### src/rtl/dcache_if.sv
// Memory-side handshake bundle for dcache: request/address/data out, read data and ack back.
interface dcache_if #(
    parameter int NBITS = 8
);
    logic             mem_req;
    logic             mem_we;
    logic [NBITS-1:2] mem_addr;
    logic [NBITS-1:0] mem_wdata;
    logic [NBITS-1:0] mem_rdata;
    logic             mem_ack;

    modport master (
        output mem_req, mem_we, mem_addr, mem_wdata,
        input  mem_rdata, mem_ack
    );

    modport slave (
        input  mem_req, mem_we, mem_addr, mem_wdata,
        output mem_rdata, mem_ack
    );
endinterface

### src/rtl/dcache.sv
// Direct-mapped, write-through, no-write-allocate data cache, one word per line.
// Optional hit/miss statistics counters are enabled by defining DCACHE_STATS_EN.
module dcache #(
    parameter int NBITS  = 8,
    parameter int NLINES = 8
) (
    input  logic             clock,
    input  logic             reset,
    input  logic [NBITS-1:2] Address,
    input  logic [NBITS-1:0] WriteData,
    input  logic             MemRead,
    input  logic             MemWrite,
    output logic [NBITS-1:0] ReadData,
    output logic             Stall,
    dcache_if.master         mem_bus
`ifdef DCACHE_STATS_EN
    ,
    output logic [15:0]      hit_count,
    output logic [15:0]      miss_count
`endif
);

    localparam int IDXW = $clog2(NLINES);
    localparam int TAGW = NBITS - 2 - IDXW;
    localparam int TAGS = (TAGW > 0) ? TAGW : 1;

    typedef enum logic [1:0] {
        ST_IDLE  = 2'd0,
        ST_RMISS = 2'd1,
        ST_WRITE = 2'd2,
        ST_DONE  = 2'd3
    } state_t;

    state_t           r_state;
    state_t           w_next_state;

    logic [NLINES-1:0] r_valid;
    logic [TAGS-1:0]   r_tag  [NLINES];
    logic [NBITS-1:0]  r_data [NLINES];

    logic             r_mem_req;
    logic             r_mem_we;
    logic [NBITS-1:2] r_mem_addr;
    logic [NBITS-1:0] r_mem_wdata;
    logic [NBITS-1:0] r_ret;

    logic             w_mem_req;
    logic             w_mem_we;
    logic [NBITS-1:2] w_mem_addr;
    logic [NBITS-1:0] w_mem_wdata;
    logic             w_refill;
    logic             w_wr_update;

    logic [IDXW-1:0]  w_idx;
    logic [IDXW-1:0]  w_midx;
    logic [TAGS-1:0]  w_tag;
    logic [TAGS-1:0]  w_mtag;
    logic             w_hit;
    logic             w_mhit;

    assign w_idx  = Address[IDXW+1:2];
    assign w_midx = r_mem_addr[IDXW+1:2];

    generate
        if (TAGW > 0) begin : g_tag
            assign w_tag  = Address[NBITS-1:IDXW+2];
            assign w_mtag = r_mem_addr[NBITS-1:IDXW+2];
        end else begin : g_notag
            assign w_tag  = '0;
            assign w_mtag = '0;
        end
    endgenerate

    // Refill and store-update decisions use the latched request address, which
    // the core holds equal to Address while stalled.
    assign w_hit  = r_valid[w_idx]  && (r_tag[w_idx]  == w_tag);
    assign w_mhit = r_valid[w_midx] && (r_tag[w_midx] == w_mtag);

    assign mem_bus.mem_req   = r_mem_req;
    assign mem_bus.mem_we    = r_mem_we;
    assign mem_bus.mem_addr  = r_mem_addr;
    assign mem_bus.mem_wdata = r_mem_wdata;

    // State register and registered memory-port request fields.
    always_ff @(posedge clock) begin
        if (reset) begin
            r_state     <= ST_IDLE;
            r_mem_req   <= 1'b0;
            r_mem_we    <= 1'b0;
            r_mem_addr  <= '0;
            r_mem_wdata <= '0;
            r_ret       <= '0;
            r_valid     <= '0;
        end else begin
            r_state     <= w_next_state;
            r_mem_req   <= w_mem_req;
            r_mem_we    <= w_mem_we;
            r_mem_addr  <= w_mem_addr;
            r_mem_wdata <= w_mem_wdata;
            if (w_refill) begin
                r_ret           <= mem_bus.mem_rdata;
                r_valid[w_midx] <= 1'b1;
            end
        end
    end

    // Line tag/data storage; not reset, and a reset cycle suppresses any update.
    always_ff @(posedge clock) begin
        if (!reset && w_refill) begin
            r_tag[w_midx]  <= w_mtag;
            r_data[w_midx] <= mem_bus.mem_rdata;
        end else if (!reset && w_wr_update) begin
            r_data[w_midx] <= r_mem_wdata;
        end
    end

    // Next-state, stall/read-data outputs and next memory request fields.
    always_comb begin
        w_next_state = r_state;
        Stall        = 1'b0;
        ReadData     = '0;
        w_mem_req    = r_mem_req;
        w_mem_we     = r_mem_we;
        w_mem_addr   = r_mem_addr;
        w_mem_wdata  = r_mem_wdata;
        w_refill     = 1'b0;
        w_wr_update  = 1'b0;
        case (r_state)
            ST_IDLE: begin
                if (MemWrite) begin
                    Stall        = 1'b1;
                    w_mem_req    = 1'b1;
                    w_mem_we     = 1'b1;
                    w_mem_addr   = Address;
                    w_mem_wdata  = WriteData;
                    w_next_state = ST_WRITE;
                end else if (MemRead && w_hit) begin
                    ReadData = r_data[w_idx];
                end else if (MemRead) begin
                    Stall        = 1'b1;
                    w_mem_req    = 1'b1;
                    w_mem_we     = 1'b0;
                    w_mem_addr   = Address;
                    w_next_state = ST_RMISS;
                end else begin
                    Stall = 1'b0;
                end
            end
            ST_RMISS: begin
                Stall = 1'b1;
                if (mem_bus.mem_ack) begin
                    w_refill     = 1'b1;
                    w_mem_req    = 1'b0;
                    w_next_state = ST_DONE;
                end else begin
                    w_next_state = ST_RMISS;
                end
            end
            ST_WRITE: begin
                Stall = 1'b1;
                if (mem_bus.mem_ack) begin
                    w_wr_update  = w_mhit;
                    w_mem_req    = 1'b0;
                    w_mem_we     = 1'b0;
                    w_next_state = ST_DONE;
                end else begin
                    w_next_state = ST_WRITE;
                end
            end
            ST_DONE: begin
                if (MemRead && !MemWrite) begin
                    ReadData = r_ret;
                end else begin
                    ReadData = '0;
                end
                w_next_state = ST_IDLE;
            end
            default: begin
                w_next_state = ST_IDLE;
            end
        endcase
    end

`ifdef DCACHE_STATS_EN
    logic        w_rd_hit;
    logic        w_rd_miss;
    logic [15:0] r_hit_count;
    logic [15:0] r_miss_count;

    assign w_rd_hit   = (r_state == ST_IDLE) && MemRead && !MemWrite && w_hit;
    assign w_rd_miss  = (r_state == ST_IDLE) && MemRead && !MemWrite && !w_hit;
    assign hit_count  = r_hit_count;
    assign miss_count = r_miss_count;

    // Saturating read hit/miss counters.
    always_ff @(posedge clock) begin
        if (reset) begin
            r_hit_count  <= 16'h0000;
            r_miss_count <= 16'h0000;
        end else begin
            if (w_rd_hit && (r_hit_count != 16'hFFFF)) begin
                r_hit_count <= r_hit_count + 16'h0001;
            end
            if (w_rd_miss && (r_miss_count != 16'hFFFF)) begin
                r_miss_count <= r_miss_count + 16'h0001;
            end
        end
    end
`endif

endmodule

### src/flat_wrapper.sv
// flat-port wrapper written by rule: the top's interface ports become plain ports
module dcache_flat 
#(
    parameter int NBITS  = 8,
    parameter int NLINES = 8
)
  (clock, reset, Address, WriteData, MemRead, MemWrite, ReadData, Stall, mem_bus_mem_req, mem_bus_mem_we, mem_bus_mem_addr, mem_bus_mem_wdata, mem_bus_mem_rdata, mem_bus_mem_ack);
  dcache_if #(.NBITS(NBITS)) mem_bus_i ();
  input  logic clock;
  input  logic reset;
  input  logic [NBITS-1:2] Address;
  input  logic [NBITS-1:0] WriteData;
  input  logic MemRead;
  input  logic MemWrite;
  output logic [NBITS-1:0] ReadData;
  output logic Stall;
  output wire logic [$bits(mem_bus_i.mem_req)-1:0] mem_bus_mem_req;
  output wire logic [$bits(mem_bus_i.mem_we)-1:0] mem_bus_mem_we;
  output wire logic [$bits(mem_bus_i.mem_addr)-1:0] mem_bus_mem_addr;
  output wire logic [$bits(mem_bus_i.mem_wdata)-1:0] mem_bus_mem_wdata;
  input wire logic [$bits(mem_bus_i.mem_rdata)-1:0] mem_bus_mem_rdata;
  input wire logic [$bits(mem_bus_i.mem_ack)-1:0] mem_bus_mem_ack;
  assign mem_bus_mem_req = mem_bus_i.mem_req;
  assign mem_bus_mem_we = mem_bus_i.mem_we;
  assign mem_bus_mem_addr = mem_bus_i.mem_addr;
  assign mem_bus_mem_wdata = mem_bus_i.mem_wdata;
  assign mem_bus_i.mem_rdata = mem_bus_mem_rdata;
  assign mem_bus_i.mem_ack = mem_bus_mem_ack;
  dcache #(.NBITS(NBITS), .NLINES(NLINES)) u_core (.clock(clock), .reset(reset), .Address(Address), .WriteData(WriteData), .MemRead(MemRead), .MemWrite(MemWrite), .ReadData(ReadData), .Stall(Stall), .mem_bus(mem_bus_i));
endmodule
### config.mk
export PLATFORM = sky130hd
export DESIGN_NAME = dcache_flat
export DESIGN_NICKNAME = d
export VERILOG_FILES = /design/src/rtl/dcache_if.sv /design/src/rtl/dcache.sv /design/src/flat_wrapper.sv
export SDC_FILE = /design/constraint.sdc
export NUM_CORES = 1
export LEC_CHECK = 0
export CORE_UTILIZATION = 35
export DETAILED_ROUTE_END_ITERATION = 8
export GPL_TIMING_DRIVEN = 1
export SLEW_MARGIN = 20
export SYNTH_ARGS = -nofsm -noshare
export SYNTH_HDL_FRONTEND = slang
export SYNTH_SLANG_ARGS = --single-unit
### constraint.sdc
create_clock -name clock -period 2.9 [get_ports clock]
set_clock_uncertainty 0.15 [all_clocks]
set_input_delay 0.58 -clock clock [delete_from_list [all_inputs] [get_ports clock]]
set_output_delay 0.58 -clock clock [all_outputs]
set_load 0.1 [all_outputs]
==> impl_metrics.yaml <==
global_route:
  grt_pass1_vias: 3520
  antenna_found_initial: 0
  grt_max_degree: 24
  grt-ovfl-total: 0
  track_usage_pct: 16.6
  grt_pass1_wl_mm: 19.8
floorplan:
  core_um2: 15300
  row_count: 45
  initial_core_util_pct: 36.1
  io_pins: 52
  dieHeight_um: 127
  die_w_um: 127
  die-area_um2: 16200
cts:
  ctsHoldBuffers: 0
  clock_path_buffers: 2
  numCtsBuffers: 17
  clockRootBuffer: "clkbuf_16"
  cts_tree: "done"
  clock_latency_ns: 0.42
  htreeDepth: 4
  cts.sinks: 125
  cts.clk_slew.worst_paths_ns: 0.06
placed_design:
  portBuffers: 51
  gp_congestion: 0.800
  dp_slack_ns: -0.668
  hpwl_mm: 8.87
  dp_cells: 673
power_and_ir_drop:
  p_sw_mw: 1.79
  p_total_mw: 5.42
  p_seq_share_pct: 39.3
  p_leak_nw: 2.76
  switching_share_pct: 33.1
  power_frac_comb_pct: 25.7
  powerDensity_nw_per_um2: 724
  internal-power_mw: 3.62
  p_clk_share_pct: 35.1
  vdd_drop_max_mv: 0.593
route:
  initialDrtViolationCount: 188
  wire_per_inst_um: 17.6
  drt-total-wl_mm: 12.6
  vias: 3525
  drc_errors: 0
  drt_pass1_iterations: 5
  viasPerCell: 4.95
  postRouteAntennaNets: 0
critical_path:
  crit_chain: "mux2i_1 -> mux4_2 -> xnor2_4 -> a21oi_4 -> nand4_1 -> buf_12 -> o21ai_4 -> buf_12"
  cp_top_family: "multiplexers"
  crit_top_cell: "buf_12"
  cp.required_ns: 2.17
  crit_buf_inv: 2
  cp.depth: 8
  cpMaxStageDelayCell: "mux4_2"
  path_class: "register to output pin"
  slowest_delay_ns: 0.51
  rrSetupSlack_ns: 0.11
  reg2reg_to: "u_core.r_data[2][4]"
  worstPathArrival_ns: 2.43
  reg2reg_depth: 8
  crit_path_end_kind: "output pin"
  path_max_fanout: 8
  worst_setup_path_start_kind: "register"
logic_synthesis:
  syn_area_um2: 5500
  yosysUniqueCellTypes: 47
  async_flop_share_pct: 0
  avgSynthCellArea_um2: 14.5
  yosysMostFrequentCell: "edfxtp_1"
  synthXorXnorAreaFrac_pct: 0.796
  synth-simple-area-share_pct: 8.93
  synth_cells: 380
  yosys-top-cells-area: "edfxtp_1 48%, dfxtp_1 13%, mux4_2 9.0%"
  ys_warn_count: 0
  synth_compound_area_share_pct: 5.86
  synth.area.mux_share_pct: 19.3
  synth-edff-count: 88
  synth_common_cells: "88 x edfxtp_1, 59 x nand2_1, 37 x dfxtp_1, 32 x mux2i_1, 22 x mux4_2"
  synthAdderAreaFrac_pct: 1.14
  synth_nets: 412
  synth_top_family_by_area: "multiplexers"
  synth-seq-cells: 125
  synth.yosys.seq_area_share_pct: 61.5
  ys.flop_type: "edfxtp_1"
  yosysTopAreaCellShare_pct: 48.0
  synth_top_cell_by_area: "edfxtp_1"
run_status:
  violations: "negative setup slack"
  outcome: "finished, violations left"
layout:
  final_util_pct: 49.0
  drive_gt1_share_pct: 35.9
  syn_to_final_growth_pct: 35.8
  instances_no_fill: 712
  diodes: 0
  layout.nets: 520
timing:
  report.final.slew_viol_count: 0
  finalSetupViolCount: 9
  hold_violations: 0
  whs_ns: 0.307
  rsz0062_at_grt: "true"
  fmax_mhz: 316
  layout_min_cycle_time_ns: 3.16
  tightestPinTransition_ns: 0.537
  slew_headroom_pct: 63.8
  setup_ws_ns: -0.265
  finalCritPeriodShare_pct: 109
run:
  max-cap-violations: 0
worst_hold_path:
  hold_start: "u_core.r_ret[2]"
  hold_path_end: "u_core.r_ret[2]"
  whs_path_depth: 2
  hp-class: "register to register"
[cell type report]
cell class              instances  area (µm²)
repair buffers                111        1070
clock inverters                15         116
clock buffers                  17         425
multi-input cells             227        2190
inverters                       6        22.5
well taps                     211         264
flip-flops and latches        125        3390
fillers                      1275        7780
[worst register-to-register path: cells and delay by family, from the launching register on]
kind | cells | cell delay [ns]
muxes | 2 | 0.78
DFF | 1 | 0.35
and+or+nand+nor | 3 | 0.69
buffers and inverters | 2 | 0.33
xor gates and xnor gates | 1 | 0.19
[logic make-up (layout without fill, tap and decap cells)]
kind of cell / Yosys count / after routing
adders and majority gates: 5 / 5
xor gates and xnor gates: 5 / 5
muxes: 68 / 68
and+or+nand+nor: 99 / 99
DFF: 125 / 125
buffers and inverters: 28 / 149
AOI/OAI and AO/OA: 50 / 50
[layout by cell type (no fill, tap or decap), types with 4 or more instances in the layout]
master / count
clkinv_4: 5
buf_4: 71
clkdlybuf4s50_1: 23
ha_1: 5
nor3_1: 5
edfxtp_1: 88
mux4_1: 5
inv_1: 6
o21ai_4: 8
dfxtp_1: 34
clkbuf_16: 17
mux2_4: 8
a21o_1: 8
nor2_1: 9
a21oi_1: 18
mux4_2: 23
mux2i_1: 31
nand2_1: 59
buf_12: 14
clkinvlp_4: 4
[state kept, by name, indices dropped and copies added, names as in the netlist, 2 cells and up, named ones only]
signal,flops
u_core.r_data,64
u_core.r_tag,24
u_core.mem_bus.mem_wdata,8
u_core.r_ret,8
u_core.r_valid,8
u_core.mem_bus.mem_addr,6
u_core.r_state,2
[how the worst max path moves through the flow]
stage	startpoint	slack, ns	end
2_1_floorplan	Address[2]	-0.91	ReadData[0]
3_3_place_gp	Address[3]	-0.64	ReadData[0]
3_5_place_dp	Address[3]	-0.67	ReadData[7]
4_1_cts	u_core.r_tag[7][1]	-0.26	ReadData[1]
5_1_grt	u_core.r_tag[3][1]	-0.35	ReadData[5]
6_report	u_core.r_tag[3][1]	-0.26	ReadData[1]
[through the flow]
| stage | TNS, ns | cell area, µm² |
|---|---|---|
| after floorplan | -7.50 | 5670 |
| after global placement | -6.68 | 6800 |
| after detailed placement | -7.29 | 6800 |
| after CTS | -2.10 | 7410 |
| after global routing | -2.96 | 7480 |
| final | -2.26 | 7480 |
[metal layers]
metal	GRT usage, %	share of wire, %	vias up
li1	-	-	1670
met3	4.15	4.0	20
met4	6.93	1.7	0
met1	21.8	47	1747
met5	0	0	-
met2	26.4	48	88
[power by group through the flow]
| stage | Clock (mW) | Sequential [mW] | Combinational, mW |
|---|---|---|---|
| global placement | 0 | 2.16 | 1.35 |
| finish | 1.90 | 2.13 | 1.39 |
| CTS | 1.94 | 2.12 | 1.38 |
| floorplan | 0 | 2.47 | 0.650 |
| global route | 2.01 | 2.14 | 1.47 |
| detailed placement | 0 | 2.16 | 1.36 |
[timing repair]
action / 4_1_cts / 5_1_grt
pin swaps: 7 / 7
buffers inserted: 5 / 2
setup endpoints to repair: 9 / 94
resized for setup: 10 / 10
No activity file was read; power rests on OpenSTA's default activity.
